<file path="config.mk">
export PLATFORM = sky130hd
export DESIGN_NAME = sys_move_unit
export DESIGN_NICKNAME = d
export VERILOG_FILES = /design/src/rtl/sys_move_pkg.sv /design/src/rtl/sys_move_unit.sv
export SDC_FILE = /design/constraint.sdc
export NUM_CORES = 1
export LEC_CHECK = 0
export CAP_MARGIN = 30
export CORE_MARGIN = 4
export CORE_UTILIZATION = 31
export DETAILED_ROUTE_END_ITERATION = 7
export GPL_TIMING_DRIVEN = 0
export SYNTH_ARGS = -nofsm -noshare
export SYNTH_HDL_FRONTEND = slang
export SYNTH_SLANG_ARGS = --single-unit
</file>
<file path="constraint.sdc">
create_clock -name clk -period 4.49 [get_ports clk]
set_input_delay 1.1225 -clock clk [delete_from_list [all_inputs] [get_ports clk]]
set_output_delay 1.1225 -clock clk [all_outputs]
set_load 0.05 [all_outputs]
</file>
<file path="src/rtl/sys_move_pkg.sv">
// Shared decode types for the system/move execution unit.
package sys_move_pkg;

    typedef enum logic [2:0] {
        SYS_NOP           = 3'd0,
        SYS_MOVE_TO_SPR   = 3'd1,
        SYS_MOVE_FROM_SPR = 3'd2,
        SYS_MOVE_TO_CR    = 3'd3,
        SYS_MOVE_FROM_CR  = 3'd4,
        SYS_SYNC          = 3'd5,
        SYS_TRAP          = 3'd6,
        SYS_RESERVED      = 3'd7
    } system_op_t;

    typedef struct packed {
        system_op_t  operation;
        logic [0:9]  SPR;
        logic [0:7]  FXM;
    } system_decode_t;

endpackage

</file>
<file path="src/rtl/sys_move_unit.sv">
// System/move execution unit: PIPE_DEPTH-slot elastic pipe routing results to GPR, SPR or CR writeback.
// Optional feature macro SYS_MOVE_MFOCRF_EN: mfcr results keep only the CR fields selected by FXM.
module sys_move_unit
    import sys_move_pkg::*;
#(
    parameter int RS_ID_WIDTH = 5,
    parameter int PIPE_DEPTH  = 2
) (
    input  logic                   clk,
    input  logic                   rst,
    input  logic                   input_valid,
    output logic                   input_ready,
    input  logic [RS_ID_WIDTH-1:0] rs_id_in,
    input  logic [4:0]             result_reg_addr_in,
    input  logic [31:0]            op1,
    input  system_decode_t         control,
    output logic                   gpr_output_valid,
    input  logic                   gpr_output_ready,
    output logic [RS_ID_WIDTH-1:0] gpr_rs_id_out,
    output logic [4:0]             gpr_result_reg_addr_out,
    output logic [31:0]            gpr_result,
    output logic                   spr_output_valid,
    input  logic                   spr_output_ready,
    output logic [RS_ID_WIDTH-1:0] spr_rs_id_out,
    output logic [9:0]             spr_result_reg_addr_out,
    output logic [31:0]            spr_result,
    output logic                   cr_output_valid,
    input  logic                   cr_output_ready,
    output logic [RS_ID_WIDTH-1:0] cr_rs_id_out,
    output logic                   cr_enable [0:7],
    output logic [31:0]            cr_result
);

    localparam int LAST = PIPE_DEPTH - 1;

    logic [PIPE_DEPTH-1:0]  vld_p;
    logic [RS_ID_WIDTH-1:0] id_p   [PIPE_DEPTH];
    logic [4:0]             addr_p [PIPE_DEPTH];
    system_decode_t         ctrl_p [PIPE_DEPTH];
    logic [31:0]            op1_p  [PIPE_DEPTH];

    logic [PIPE_DEPTH-1:0]  src_vld;
    logic [RS_ID_WIDTH-1:0] src_id   [PIPE_DEPTH];
    logic [4:0]             src_addr [PIPE_DEPTH];
    system_decode_t         src_ctrl [PIPE_DEPTH];
    logic [31:0]            src_op1  [PIPE_DEPTH];

    logic [PIPE_DEPTH-1:0]  load;
    logic                   to_gpr;
    logic                   to_spr;
    logic                   to_cr;
    logic                   drain;

`ifdef SYS_MOVE_MFOCRF_EN
    function automatic logic [31:0] mfocrf_mask(input logic [31:0] v, input logic [0:7] fxm);
        logic [31:0] r;
        r = '0;
        for (int k = 0; k < 8; k++) begin
            if (fxm[k]) r[31-4*k -: 4] = v[31-4*k -: 4];
        end
        return r;
    endfunction
`endif

    // Head decode: an op that maps to no bus is illegal and drains unconditionally.
    always_comb begin
        to_gpr = 1'b0;
        to_spr = 1'b0;
        to_cr  = 1'b0;
        case (ctrl_p[LAST].operation)
            SYS_MOVE_TO_SPR:                     to_spr = 1'b1;
            SYS_MOVE_FROM_SPR, SYS_MOVE_FROM_CR: to_gpr = 1'b1;
            SYS_MOVE_TO_CR:                      to_cr  = 1'b1;
            default: ;
        endcase
        drain = vld_p[LAST] & ((to_gpr & gpr_output_ready) |
                               (to_spr & spr_output_ready) |
                               (to_cr  & cr_output_ready)  |
                               ~(to_gpr | to_spr | to_cr));
    end

    // A slot may load when it or any slot downstream is empty, or the head drains.
    for (genvar g = 0; g < PIPE_DEPTH; g++) begin : g_slot
        if (g == 0) begin : g_head
            assign src_vld[g]  = input_valid;
            assign src_id[g]   = rs_id_in;
            assign src_addr[g] = result_reg_addr_in;
            assign src_ctrl[g] = control;
            assign src_op1[g]  = op1;
        end else begin : g_chain
            assign src_vld[g]  = vld_p[g-1];
            assign src_id[g]   = id_p[g-1];
            assign src_addr[g] = addr_p[g-1];
            assign src_ctrl[g] = ctrl_p[g-1];
            assign src_op1[g]  = op1_p[g-1];
        end
        assign load[g] = drain | ~(&vld_p[LAST:g]);
    end

    assign input_ready = load[0];

    // ---- pipeline slot registers ----
    always_ff @(posedge clk) begin
        if (rst) begin
            vld_p <= '0;
            for (int i = 0; i < PIPE_DEPTH; i++) begin
                id_p[i]   <= '0;
                addr_p[i] <= '0;
                ctrl_p[i] <= '{operation: SYS_NOP, SPR: '0, FXM: '0};
                op1_p[i]  <= '0;
            end
        end else begin
            for (int i = 0; i < PIPE_DEPTH; i++) begin
                if (load[i]) begin
                    vld_p[i]  <= src_vld[i];
                    id_p[i]   <= src_id[i];
                    addr_p[i] <= src_addr[i];
                    ctrl_p[i] <= src_ctrl[i];
                    op1_p[i]  <= src_op1[i];
                end
            end
        end
    end

    // ---- output slot to writeback buses ----
    always_comb begin
        gpr_output_valid        = vld_p[LAST] & to_gpr;
        spr_output_valid        = vld_p[LAST] & to_spr;
        cr_output_valid         = vld_p[LAST] & to_cr;
        gpr_rs_id_out           = id_p[LAST];
        spr_rs_id_out           = id_p[LAST];
        cr_rs_id_out            = id_p[LAST];
        gpr_result_reg_addr_out = addr_p[LAST];
        spr_result_reg_addr_out = ctrl_p[LAST].SPR;
`ifdef SYS_MOVE_MFOCRF_EN
        gpr_result = (ctrl_p[LAST].operation == SYS_MOVE_FROM_CR) ?
                     mfocrf_mask(op1_p[LAST], ctrl_p[LAST].FXM) : op1_p[LAST];
`else
        gpr_result = op1_p[LAST];
`endif
        spr_result = op1_p[LAST];
        cr_result  = op1_p[LAST];
        for (int k = 0; k < 8; k++) cr_enable[k] = ctrl_p[LAST].FXM[k];
    end

endmodule

</file>
=== Word-level counts from Yosys, hierarchy flattened ===
Memories as Yosys holds them, arrays and structs flattened.
Index checks and enable logic that the tools add are counted.

* Logic and storage cells: 56
* Flip-flop bits (word level): 2
* Bits in writable memories: 126
* Output and inout port bits: 138
* Bits of input ports: 69
* Memories: 4

* Bitwise operators: 25
* Reductions and logical operators: 2
* Equality and inequality tests: 4
* Multiplexer cells: 19

{| class="wikitable"
|+ Memory list
! memory !! words !! bits a word !! rd ports !! clocked after Yosys merged registers in !! wr ports !! line !! text
|-
| op1_p || 2 || 32 || 2 || 0 || 2 || sys_move_unit.sv:40 || <nowiki>logic [31:0] op1_p [PIPE_DEPTH];</nowiki>
|-
| ctrl_p || 2 || 21 || 2 || 0 || 2 || sys_move_unit.sv:39 || <nowiki>system_decode_t ctrl_p [PIPE_DEPTH];</nowiki>
|-
| addr_p || 2 || 5 || 2 || 0 || 2 || sys_move_unit.sv:38 || <nowiki>logic [4:0] addr_p [PIPE_DEPTH];</nowiki>
|-
| id_p || 2 || 5 || 2 || 0 || 2 || sys_move_unit.sv:37 || <nowiki>logic [RS_ID_WIDTH-1:0] id_p [PIPE_DEPTH];</nowiki>
|}

{| class="wikitable"
|+ Operator list
! operator !! number
|-
| 32-bit two-way mux || 2
|-
| 21-bit two-way mux || 2
|-
| 5-bit two-way mux || 4
|-
| 1-bit OR || 15
|-
| 1-bit two-way mux || 11
|-
| 1-bit AND || 7
|-
| 3-bit by 2-bit equality test with 1-bit output (second input constant) || 2
|-
| 3-bit by 1-bit equality test with 1-bit output (second input constant) || 1
|-
| 3-bit equality test (second input constant) || 1
|-
| 1-bit NOT || 3
|-
| 2-bit AND reduction || 1
|-
| 2-bit OR reduction || 1
|}

=== Logic depth before layout (Yosys ltp) ===
* Depth after elaboration: 13
* Depth in mapped cells: 5
* Gate-level depth less buffers: 3

=== Least setup slack after synthesis ===
Ideal clock, no wire load.

* Path type: in2reg
* Start: input gpr_output_ready
* End: memory addr_p[0][0], enable pin
* Data arrival time: 3.373 ns
* Cell stages on the path: 5
* Data required time: 3.647 ns
* Path slack: 0.274 ns
* Cell sequence: o31ai_1 o31a_1 buf_2 buf_2 nand3_1

{| class="wikitable"
|+ RTL lines
! item !! line !! text
|-
| from (decl) || sys_move_unit.sv:18 || <nowiki>input logic gpr_output_ready,</nowiki>
|-
| to (decl) || sys_move_unit.sv:38 ||
|}

=== Worst setup path in the final report ===
* Start: input gpr_output_ready
* End: output input_ready

* Longest elaborated chain between the ends: 6

{| class="wikitable"
|+ Ends and longest elaborated chain
! item !! line !! text
|-
| 1-bit AND || sys_move_unit.sv:76 || <nowiki>drain = vld_p[LAST] & ((to_gpr & gpr_output_ready) |</nowiki>
|-
| 1-bit OR || sys_move_unit.sv:76 ||
|-
| 1-bit OR || sys_move_unit.sv:77 || <nowiki>(to_spr & spr_output_ready) |</nowiki>
|-
| 1-bit OR || sys_move_unit.sv:78 || <nowiki>(to_cr & cr_output_ready) |</nowiki>
|-
| 1-bit AND || sys_move_unit.sv:76 ||
|-
| 1-bit OR || sys_move_unit.sv:97 || <nowiki>assign load[g] = drain | ~(&vld_p[LAST:g]);</nowiki>
|-
| to (decl) || sys_move_unit.sv:12 || <nowiki>output logic input_ready,</nowiki>
|}

No other way between the ends.

==> results.cfg <==
[outcome]
outcome = completed

[floorplanning]
die_w_microns = 150
io_pins = 207
coreArea_sq_mm = 0.0197
fp.dieH_microns = 150
initial_core_util_pct = 31.9
die_area_sq_mm = 0.0226
num_rows = 51

[sta]
fin_crit_ns = 4.04
hold_viol = 0
fin_skew_ns = 0.00653
slew_headroom_pct = 61.2
finalSetupTns_ns = 0
rsz0062_at_grt = no
finalSetupViolCount = 0
fin_crit_sh_pct = 89.9
fin_hold_ws_ns = 0.490
tightest_slew_ns = 0.580
finalMaxSlewViolations = 0
fmax_mhz = 248

[clock_network]
cts_buffers = 17
root_buffer = clkbuf_16
clock-sinks = 128
path_clk_slew_ns = 0.06
postCtsSetupBuffers = 0
clk_latency_ns = 0.41
clockBufferDepth = 2
cts_tree = yes
cts_max_level = 4

[worst_setup_path]
worst_path_most_repeated_cell = buf_2
crit_fanout = 10
cp_num_buf_inv = 4
required_ns = 3.37
crit_path_cell_trace = clkdlybuf4s50_1 -> o31ai_1 -> o31a_1 -> buf_2 -> buf_2 -> nand2_1 -> dlymetal6s2s_1
start_kind = input pin
crit_slowest_cell = clkdlybuf4s50_1
critical_path_class = input pin to output pin
end_kind = output pin
crit_arrival_ns = 2.91
cp_slowest_stage_delay_ns = 0.42
critical-path-top-delay-family = buffers and inverters

[yosys]
synth_cells = 578
avgSynthCellArea_sq_um = 10.9
syn_nets = 647
synth_warnings = 0
yosys.cell_types.count = 22
ys_seq_elements = 128
synth-edff-count = 126
async_flop_share_pct = 0
syn-cell-area_sq_mm = 0.00629
synth_top_flop_cell = edfxtp_1
seq_area_frac_synth_pct = 60.8

[global_route]
grt_max_degree = 45
grt_pass1_wl_microns = 23900
grt_pass1_vias = 4418
antenna_found_initial = 0
grtUsageTotal_pct = 13.9
gr-total-overflow = 0

[route]
drc = 0
drt_iter0_markers = 200
via_per_inst = 4.25
drtAntennaViolNets = 0
firstDrtPassIters = 4
vias = 4602
wire_per_inst_microns = 14.5
routed_wl_microns = 15700

[placed_design]
place_hpwl_microns = 11500
port_buffers = 206
gp_congestion = 0.732

[pwr]
powerDensity_mw_per_mm2 = 370
p_leak_nw = 3.96
vdd_drop_max_uv = 253

[run]
drv_cap = 0

[final_layout]
area_delta_synth_final_pct = 48.2
nets = 874
drive_gt1_share_pct = 24.0
final_util_pct = 47.3
num_antenna_cells = 0
fillers = 1858

[hold_path]
hold_path.class = flop to flop
per-layer routing:
layer | up-vias | global-route usage (%) | wire [microns]
met1 | 2113 | 16.7 | 6510
met2 | 165 | 23.3 | 7490
li1 | 2305 | - | -
met3 | 19 | 4.85 | 1520
met5 | - | 0 | 0
met4 | 0 | 4.30 | 214
final cells by class:
class,count,area (sq um),area share [%]
Sequential cell,128,3820,41.0
Tap cell,265,332,3.56
Clock inverter,15,144,1.54
Inverter,1,3.75,0.0403
Buffer,175,1210,12.9
Timing Repair Buffer,208,2110,22.7
Multi-Input combinational cell,274,1270,13.7
Clock buffer,17,425,4.56
cell families (layout without fill, tap and decap cells):
family | Yosys count | count (layout) | share of synthesized area (%)
flip-flops | 128 | 128 | 60.8
multiplexers | 1 | 1 | 0.179
AND/OR/NAND/NOR | 139 | 139 | 8.54
buffers and inverters | 176 | 416 | 19.2
AO/OA/AOI/OAI | 133 | 133 | 11.1
XOR/XNOR | 1 | 1 | 0.139
where the power goes:
part | switching (W) | internal [W] | total, W | leakage (nW)
combinational | 0.000411 | 0.000286 | 0.000697 | 2.19
sequential | 0.0000322 | 0.00138 | 0.00141 | 1.50
clock | 0.000530 | 0.000811 | 0.00134 | 0.272
total | 0.000973 | 0.00248 | 0.00345 | 3.96
what timing repair did:
item                                   4_1_cts  5_1_grt
setup endpoints to repair                    0        1
gates resized for setup                      0        1
hold buffers                                 0        0
endpoints found under the hold margin        0        0
per-stage QoR:
stage / instances / worst slack [ns] / total power, W / area (sq um)
floorplan: 578 / 0.274 / 0.00189 / 6290
global placement: 1049 / -1.49 / 0.00214 / 8680
detailed placement: 1051 / 0.0605 / 0.00214 / 8750
CTS: 1083 / 0.0450 / 0.00348 / 9320
global route: 1083 / 0.279 / 0.00358 / 9320
finish: 1083 / 0.453 / 0.00345 / 9320
flip-flops by register name, indices dropped and copies added, names as in the netlist:
signal and cells:
id_p 10, addr_p 10, op1_p 64, ctrl_p 42, vld_p 2
Yosys cell counts, types with 2 or more instances:
| cell | count | share of area, % |
|---|---|---|
| nand2_1 | 131 | 7.8 |
| o31ai_1 | 3 | 0.36 |
| buf_4 | 137 | 16 |
| buf_2 | 22 | 1.8 |
| nor2_1 | 2 | 0.12 |
| dfxtp_1 | 2 | 0.64 |
| edfxtp_1 | 126 | 60 |
| nor2b_1 | 2 | 0.20 |
| a21oi_1 | 126 | 10 |
| clkbuf_1 | 15 | 0.90 |
worst paths after layout:
path / startpoint / endpoint / slack, ns / depth (start not counted)
min reg2reg: vld_p[0]$_SDFFE_PP0P_ / vld_p[1]$_SDFFE_PP0N_ / 0.49 / 2
min: vld_p[0]$_SDFFE_PP0P_ / vld_p[1]$_SDFFE_PP0N_ / 0.49 / 2
max: gpr_output_ready / input_ready / 0.45 / 7
max reg2reg: ctrl_p[0][40]$_SDFFCE_PN0P_ / op1_p[0][23]$_SDFFCE_PN0P_ / 1.97 / 6
cells in the final DEF, fill, tap and decap left out:
cell             synthesis  layout
nand2_1                131     131
buf_2                   22      22
inv_6                    0       1
or3_4                    0       1
a32o_1                   1       1
buf_4                  137     137
clkbuf_16                0      17
nor2b_1                  2       2
clkinv_2                 0       3
nor2_1                   2       2
buf_6                    1       1
clkinv_4                 0       3
a21bo_2                  1       1
edfxtp_1               126     126
dfxtp_1                  2       2
a21oi_1                126     126
o31ai_1                  3       3
clkinvlp_4               0       3
xnor2_1                  1       1
inv_1                    1       1
nand3_4                  0       1
buf_12                   0       1
and3_1                   1       1
o31a_1                   1       1
dlymetal6s2s_1           0       1
nor3b_1                  1       1
clkdlybuf4s50_1          0     205
clkinv_1                 0       3
clkbuf_1                15      15
a21oi_4                  1       1
mux2_2                   1       1
buf_16                   0       1
bufinv_16                0       2
tightest hold or removal path, stage by stage, from the launching register on:
cell and delay (ns):
dfxtp_1 0.32, nand2_1 0.06, o31ai_1 0.06
(Power assumes the default switching activity.)
